### config.mk
export PLATFORM = sky130hd
export DESIGN_NAME = plab4_net_router_input_term_ctrl_adapt_flat
export DESIGN_NICKNAME = d
export VERILOG_FILES = /design/src/rtl/plab4_net_router_input_term_ctrl_adapt_if.sv /design/src/rtl/plab4_net_router_input_term_ctrl_adapt.sv /design/src/flat_wrapper.sv
export SDC_FILE = /design/constraint.sdc
export NUM_CORES = 1
export LEC_CHECK = 0
export BUFFER_PORTS_ARGS = -buffer_cell sky130_fd_sc_hd__buf_2
export CORE_AREA = 10 10 47 49
export CTS_CLUSTER_DIAMETER = 60
export DETAILED_ROUTE_END_ITERATION = 16
export DIE_AREA = 0 0 57 59
export PLACE_DENSITY = 0.74
export SLEW_MARGIN = 20
export SYNTH_ARGS = -nofsm -noshare
export SYNTH_HDL_FRONTEND = slang
export SYNTH_SLANG_ARGS = --single-unit
### constraint.sdc
create_clock -name clk -period 2.05 [get_ports clk]
set_input_delay 0 -clock clk [delete_from_list [all_inputs] [get_ports clk]]
set_output_delay 0 -clock clk [all_outputs]
set_load 0.05 [all_outputs]
### src/rtl/plab4_net_router_input_term_ctrl_adapt_if.sv
// Injection-side handshake bundle between the input queue / output arbiters
// and the input-terminal route control of one ring router.
interface plab4_net_router_input_term_ctrl_adapt_if #(
   parameter int p_dest_nbits = 3,
   parameter int p_free_nbits = 2
);
   logic [p_dest_nbits-1:0] dest;
   logic                    in_val;
   logic                    in_rdy;
   logic [p_free_nbits-1:0] num_free_west;
   logic [p_free_nbits-1:0] num_free_east;
   logic [2:0]              reqs;
   logic [2:0]              grants;

   modport master (
      output dest, in_val, num_free_west, num_free_east, grants,
      input  in_rdy, reqs
   );

   modport slave (
      input  dest, in_val, num_free_west, num_free_east, grants,
      output in_rdy, reqs
   );
endinterface

### src/rtl/plab4_net_router_input_term_ctrl_adapt.sv
// Ring-router input-terminal control: shortest-path routing, bubble credit gate,
// direction hold. Define PLAB4_NET_ROUTER_CONG_TIEBREAK_EN for congestion-aware ties.
module plab4_net_router_input_term_ctrl_adapt #(
   parameter int  p_router_id      = 0,
   parameter int  p_num_routers    = 8,
   parameter int  p_num_free_nbits = 2,
   parameter int  p_bubble         = 2,
   parameter int  p_cong_nbits     = 3,
   localparam int c_dest_nbits     = $clog2(p_num_routers)
) (
   input logic clk,
   input logic reset,
   plab4_net_router_input_term_ctrl_adapt_if.slave io
);

   typedef enum logic {S_IDLE = 1'b0, S_WAIT = 1'b1} state_e;
   typedef enum logic [1:0] {D_WEST = 2'd0, D_TERM = 2'd1, D_EAST = 2'd2} dir_e;

   localparam logic [c_dest_nbits:0]   c_id  = (c_dest_nbits+1)'(p_router_id);
   localparam logic [c_dest_nbits:0]   c_n   = (c_dest_nbits+1)'(p_num_routers);
   localparam logic [p_cong_nbits-1:0] c_one = (p_cong_nbits)'(1);

   state_e state_q, state_d;
   dir_e   hold_dir_q, hold_dir_d;
   logic   hold_tie_q, hold_tie_d;
   logic   tb_q, tb_d;

   dir_e   fresh_dir, cur_dir;
   logic   fresh_tie, cur_tie;
   logic   credit_w, credit_e;
   logic   in_rdy, xfer;
   logic [2:0] reqs;
   logic [p_cong_nbits-1:0]     cong_w, cong_e;
   logic [p_num_free_nbits-1:0] free_w, free_e;
   logic [c_dest_nbits:0]       dest_x, dist_w, dist_e;

   // One extra bit keeps dest + N from wrapping for any ring size.
   assign dest_x = {1'b0, io.dest};
   assign dist_w = (dest_x >= c_id) ? dest_x - c_id : dest_x + c_n - c_id;
   assign dist_e = (c_id >= dest_x) ? c_id - dest_x : c_id + c_n - dest_x;

   assign free_w   = io.num_free_west;
   assign free_e   = io.num_free_east;
   assign credit_w = int'(free_w) >= p_bubble;
   assign credit_e = int'(free_e) >= p_bubble;

   // NOTE: every always_comb output gets a default first so no latch is inferred.
   always_comb begin
      fresh_tie = 1'b0;
      fresh_dir = D_TERM;
      if (dest_x == c_id) begin
         fresh_dir = D_TERM;
      end else if (dist_w < dist_e) begin
         fresh_dir = D_WEST;
      end else if (dist_w > dist_e) begin
         fresh_dir = D_EAST;
      end else begin
         fresh_tie = 1'b1;
         if (cong_w < cong_e)      fresh_dir = D_WEST;
         else if (cong_e < cong_w) fresh_dir = D_EAST;
         else                      fresh_dir = tb_q ? D_EAST : D_WEST;
      end
   end

   always_comb begin
      state_d    = state_q;
      hold_dir_d = hold_dir_q;
      hold_tie_d = hold_tie_q;
      tb_d       = tb_q;
      cur_dir    = (state_q == S_WAIT) ? hold_dir_q : fresh_dir;
      cur_tie    = (state_q == S_WAIT) ? hold_tie_q : fresh_tie;
      reqs       = 3'b000;

      if (!reset && io.in_val) begin
         unique case (cur_dir)
            D_WEST:  reqs[2] = credit_w;
            D_TERM:  reqs[1] = 1'b1;
            D_EAST:  reqs[0] = credit_e;
            default: reqs    = 3'b000;
         endcase
      end

      in_rdy = |(reqs & io.grants);
      xfer   = io.in_val && in_rdy;

      unique case (state_q)
         S_IDLE: if (io.in_val && !xfer) begin
            state_d    = S_WAIT;
            hold_dir_d = fresh_dir;
            hold_tie_d = fresh_tie;
         end
         S_WAIT: if (xfer || !io.in_val) state_d = S_IDLE;
         default: state_d = S_IDLE;
      endcase

      if (xfer && cur_tie) tb_d = !tb_q;
   end

   assign io.reqs   = reqs;
   assign io.in_rdy = in_rdy;

   // NOTE: sequential state uses non-blocking assignments only.
   always_ff @(posedge clk) begin
      if (reset) begin
         state_q    <= S_IDLE;
         hold_dir_q <= D_WEST;
         hold_tie_q <= 1'b0;
         tb_q       <= 1'b0;
      end else begin
         state_q    <= state_d;
         hold_dir_q <= hold_dir_d;
         hold_tie_q <= hold_tie_d;
         tb_q       <= tb_d;
      end
   end

`ifdef PLAB4_NET_ROUTER_CONG_TIEBREAK_EN
   logic [p_cong_nbits-1:0] cong_w_q, cong_e_q;

   // A granted ring request relieves its counter; a stalled one charges it.
   always_ff @(posedge clk) begin
      if (reset) begin
         cong_w_q <= '0;
         cong_e_q <= '0;
      end else if (io.in_val) begin
         if (cur_dir == D_WEST) begin
            if (in_rdy) begin
               if (cong_w_q != '0) cong_w_q <= cong_w_q - c_one;
            end else if (cong_w_q != '1) begin
               cong_w_q <= cong_w_q + c_one;
            end
         end else if (cur_dir == D_EAST) begin
            if (in_rdy) begin
               if (cong_e_q != '0) cong_e_q <= cong_e_q - c_one;
            end else if (cong_e_q != '1) begin
               cong_e_q <= cong_e_q + c_one;
            end
         end
      end
   end

   assign cong_w = cong_w_q;
   assign cong_e = cong_e_q;
`else
   assign cong_w = '0;
   assign cong_e = '0;
`endif

endmodule

### src/flat_wrapper.sv
// flat-port wrapper written by rule: the top's interface ports become plain ports
module plab4_net_router_input_term_ctrl_adapt_flat 
#(
   parameter int  p_router_id      = 0,
   parameter int  p_num_routers    = 8,
   parameter int  p_num_free_nbits = 2,
   parameter int  p_bubble         = 2,
   parameter int  p_cong_nbits     = 3,
   localparam int c_dest_nbits     = $clog2(p_num_routers)
)
  (clk, reset, io_dest, io_in_val, io_num_free_west, io_num_free_east, io_grants, io_in_rdy, io_reqs);
  plab4_net_router_input_term_ctrl_adapt_if #(.p_dest_nbits(3), .p_free_nbits(2)) io_i ();
  input logic clk;
  input logic reset;
  input wire logic [$bits(io_i.dest)-1:0] io_dest;
  input wire logic [$bits(io_i.in_val)-1:0] io_in_val;
  input wire logic [$bits(io_i.num_free_west)-1:0] io_num_free_west;
  input wire logic [$bits(io_i.num_free_east)-1:0] io_num_free_east;
  input wire logic [$bits(io_i.grants)-1:0] io_grants;
  output wire logic [$bits(io_i.in_rdy)-1:0] io_in_rdy;
  output wire logic [$bits(io_i.reqs)-1:0] io_reqs;
  assign io_i.dest = io_dest;
  assign io_i.in_val = io_in_val;
  assign io_i.num_free_west = io_num_free_west;
  assign io_i.num_free_east = io_num_free_east;
  assign io_i.grants = io_grants;
  assign io_in_rdy = io_i.in_rdy;
  assign io_reqs = io_i.reqs;
  plab4_net_router_input_term_ctrl_adapt #(.p_router_id(p_router_id), .p_num_routers(p_num_routers), .p_num_free_nbits(p_num_free_nbits), .p_bubble(p_bubble), .p_cong_nbits(p_cong_nbits)) u_core (.clk(clk), .reset(reset), .io(io_i));
endmodule
==> reports/results.md <==
| Metric | Reported | Unit |
|:---|:---|:---|
| Final Util | 0.569 | - |
| Area enclosed by the die boundary | 3360 | um^2 |
| Worst slew margin relative to its limit | 0.728 | - |
| Clock slew at the register clock pins of the worst setup and hold paths | 0.04 | ns |
| Destination of the worst hold path | u_core.hold_dir_q[1] | - |
| Most frequent cells after synthesis | sky130_fd_sc_hd__inv_1 (7), sky130_fd_sc_hd__dfxtp_1 (5) | - |
| Result of the run | complete, no violations | - |
| Setup Skew | 0.000576 | ns |
| Hold Path Cell Cnt | 2 | - |
| Biggest area contributors in the synthesized netlist | sky130_fd_sc_hd__dfxtp_1 (19%), sky130_fd_sc_hd__ha_1 (9.7%), sky130_fd_sc_hd__mux2i_1 (7.8%) | - |
| Placement row count | 14 | - |
| Max rail drop VDD | 0.228 | mV |
| Layout cell share with drive strength beyond 1 | 0.489 | - |
| Crit path max fanout | 3 | - |
| Period Utilization, post-route | 0.985 | - |
| Pre-Repair DR Iteration Count | 4 | - |
| Top Ports | 17 | - |
| Width of the die | 57 | um |
| IO buf count | 14 | - |
| Classification of the worst setup path | primary input to flip-flop | - |
| Slack of the worst reg-to-reg path | 0.14 | ns |
| Area fraction of the dominant cell type after synthesis | 0.195 | - |
| Reg-to-reg critical path startpoint | u_core.state_q | - |
| Clock tree from TritonCTS | yes | - |
| Die height | 59 | um |
| Number of buffers created by CTS | 3 | - |
| Clock tree sinks | 5 | - |
| Largest net degree at the start of global routing | 10 | - |
| Last weighted congestion value of the routability-driven placer | 0.786 | - |
| Maxcap violations | 0 | - |
| Pre-CTS setup slack | -0.135 | ns |
| Setup TNS after final layout | 0 | ns |
| Synth area leader | sky130_fd_sc_hd__dfxtp_1 | - |
| Number of diodes | 0 | - |
| Number of antenna violations at the first check in global routing | 0 | - |
| Fmax | 495 | MHz |
| Maximum root-to-sink buffer count | 2 | - |
| Wire length of the first global-routing pass | 2450 | um |
| DRC violation count after routing | 0 | - |
| Final WL | 1480 | um |
| Routed len/inst | 13.7 | um |
| Htree depth | 1 | - |
| Final ANT Viol Nets | 0 | - |
| Class of the most critical hold timing path | primary input to flip-flop | - |
| RSZ-0062 raised after global routing | true | - |
| Start point of the critical path | io_dest[1] | - |
| DRC marker count from the first detailed-route iteration | 7 | - |
| Type of origin of the critical path | primary input | - |
| Max-slew violations | 0 | - |
| Fraction of registers with async set or reset after synthesis | 0 | - |
| Post-synthesis instance area | 514 | um^2 |
| Count of flip-flops with a built-in enable after synthesis | 0 | - |
| Post-synthesis net count | 80 | - |
| Number of synthesized register bits | 5 | - |
| Worst Max-Slew Pin Slew | 0.396 | ns |
| Number of global-route vias before repair | 578 | - |
| Clock period minus worst slack | 2.02 | ns |
| Most numerous cell in the Yosys netlist | sky130_fd_sc_hd__inv_1 | - |
| Category of the worst setup path capture point | flip-flop | - |
| Signal arrival time at the worst endpoint | 2.15 | ns |
| Initial Util | 0.367 | - |
| Total congestion overflow | 0 | - |
| Reg2Reg Capture Point | u_core.tb_q | - |
| Number of warnings printed during yosys synthesis | 0 | - |
| Library cells used by synthesis | 31 | - |
| Reg2Reg Depth | 7 | - |
| Cells after Synth | 63 | - |
| Cts-stage hold buffer count | 0 | - |
| Startpoint of the most critical hold path | reset | - |
| Number of hold violations in the final report | 0 | - |
| DP Wirelength | 1090 | um |
| CP required | 2.18 | ns |
| Vias per std cell | 5.23 | - |
| Vias post-DR | 565 | - |
| Area overhead of the layout relative to synthesis | 55.0 | % |
| Synthesized area per cell | 8.16 | um^2 |
| Total routing usage reported by global routing | 0.0875 | - |
| Prevailing post-synth register cell | sky130_fd_sc_hd__dfxtp_1 | - |
| Sequential share of the synthesized area | 0.195 | - |
| Setup violations, final | 0 | - |
| Insertion delay of the later-clocked pin in the worst-skew pair | 0.24 | ns |
| Final setup margin | 0.0305 | ns |
| Cell area power density | 495 | nW/um^2 |
| Net count reported at finish | 110 | - |
| Leakage power | 0.387 | nW |
| CTS Root Buffer Type | sky130_fd_sc_hd__clkbuf_4 | - |
| Core outline area | 1400 | um^2 |
[metrics by stage]
step	area, um^2	power [W]	instances	hold WS, ns
6_report	797	0.000394	108	0.0207
5_1_grt	797	0.000417	108	0.0280
4_1_cts	716	0.000367	107	0.0212
3_5_place_dp	646	0.000233	99	0.272
3_3_place_gp	646	0.000230	99	0.268
2_1_floorplan	514	0.000189	63	0.0691
[final cells by class]
class,instances,area [um^2]
Clock buffer,4,26.3
Fill cell,133,604
Inverter,7,26.3
Multi-Input combinational cell,50,432
Sequential cell,5,100
Tap cell,16,20.0
Timing Repair Buffer,26,193
[logic make-up after synthesis]
| group | after synthesis | share of synthesized area |
|---|---|---|
| xor gates and xnor gates | 2 | 0.0341 |
| adders and majority gates | 4 | 0.0973 |
| and+or+nand+nor | 27 | 0.314 |
| AOI/OAI and AO/OA | 12 | 0.180 |
| buffers and inverters | 8 | 0.0730 |
| DFF | 5 | 0.195 |
| muxes | 5 | 0.107 |
[layout by cell type (no fill, tap or decap), types with 2 or more instances in the layout]
master and n:
sky130_fd_sc_hd__ha_1 3, sky130_fd_sc_hd__dfxtp_1 5, sky130_fd_sc_hd__nor2_1 2, sky130_fd_sc_hd__buf_6 4, sky130_fd_sc_hd__buf_2 10, sky130_fd_sc_hd__mux2i_1 4
sky130_fd_sc_hd__nand2b_1 4, sky130_fd_sc_hd__a21oi_1 2, sky130_fd_sc_hd__nand2_1 3, sky130_fd_sc_hd__buf_4 11, sky130_fd_sc_hd__nor3_1 2, sky130_fd_sc_hd__xor2_1 2
sky130_fd_sc_hd__clkbuf_4 3, sky130_fd_sc_hd__inv_1 7, sky130_fd_sc_hd__and2b_2 3
[what timing repair did]
action | in CTS | in global routing
gates resized for setup | 3 | 22
endpoints found under the hold margin | 0 | 0
buffers inserted | 4 | 1
endpoints found under the setup margin | 3 | 7
pin swaps | 2 | 4
[routing by layer]
metal | global-route usage | routed length [um] | part of all wire
met5 | 0 | 0 | 0
met4 | 0.0369 | 9 | 0.0061
met3 | 0.0279 | 75 | 0.051
met2 | 0.166 | 816 | 0.55
met1 | 0.0848 | 580 | 0.39
[worst max-delay path by stage]
stage,end,slack (ns),cells after the start
after floorplan,io_reqs[0],0.003,7
after global placement,io_in_rdy,-0.05,9
after detailed placement,u_core.tb_q,-0.13,9
after CTS,io_in_rdy,0.0004,9
after global routing,u_core.hold_tie_q,-0.03,10
final,u_core.hold_tie_q,0.03,10
[power breakdown]
group	switching [W]	total (W)	internal [W]
Combinational	0.0000856	0.000171	0.0000854
Clock	0.0000430	0.000117	0.0000738
Sequential	0.00000398	0.000107	0.000103
Total	0.000133	0.000394	0.000262
[sequential cells by signal (all words and copies together), names as in the netlist]
register,count
u_core.hold_tie_q,1
u_core.hold_dir_q,2
u_core.tb_q,1
u_core.state_q,1
[critical path, stage by stage]
cell and delay [ns]:
sky130_fd_sc_hd__buf_2 0.09, sky130_fd_sc_hd__inv_1 0.05, sky130_fd_sc_hd__ha_2 0.17, sky130_fd_sc_hd__ha_1 0.28
sky130_fd_sc_hd__xor2_1 0.16, sky130_fd_sc_hd__a2111o_1 0.46, sky130_fd_sc_hd__buf_6 0.14, sky130_fd_sc_hd__buf_4 0.14
sky130_fd_sc_hd__o311a_4 0.37, sky130_fd_sc_hd__mux2_4 0.30
No activity file was read; power rests on OpenSTA's default activity.
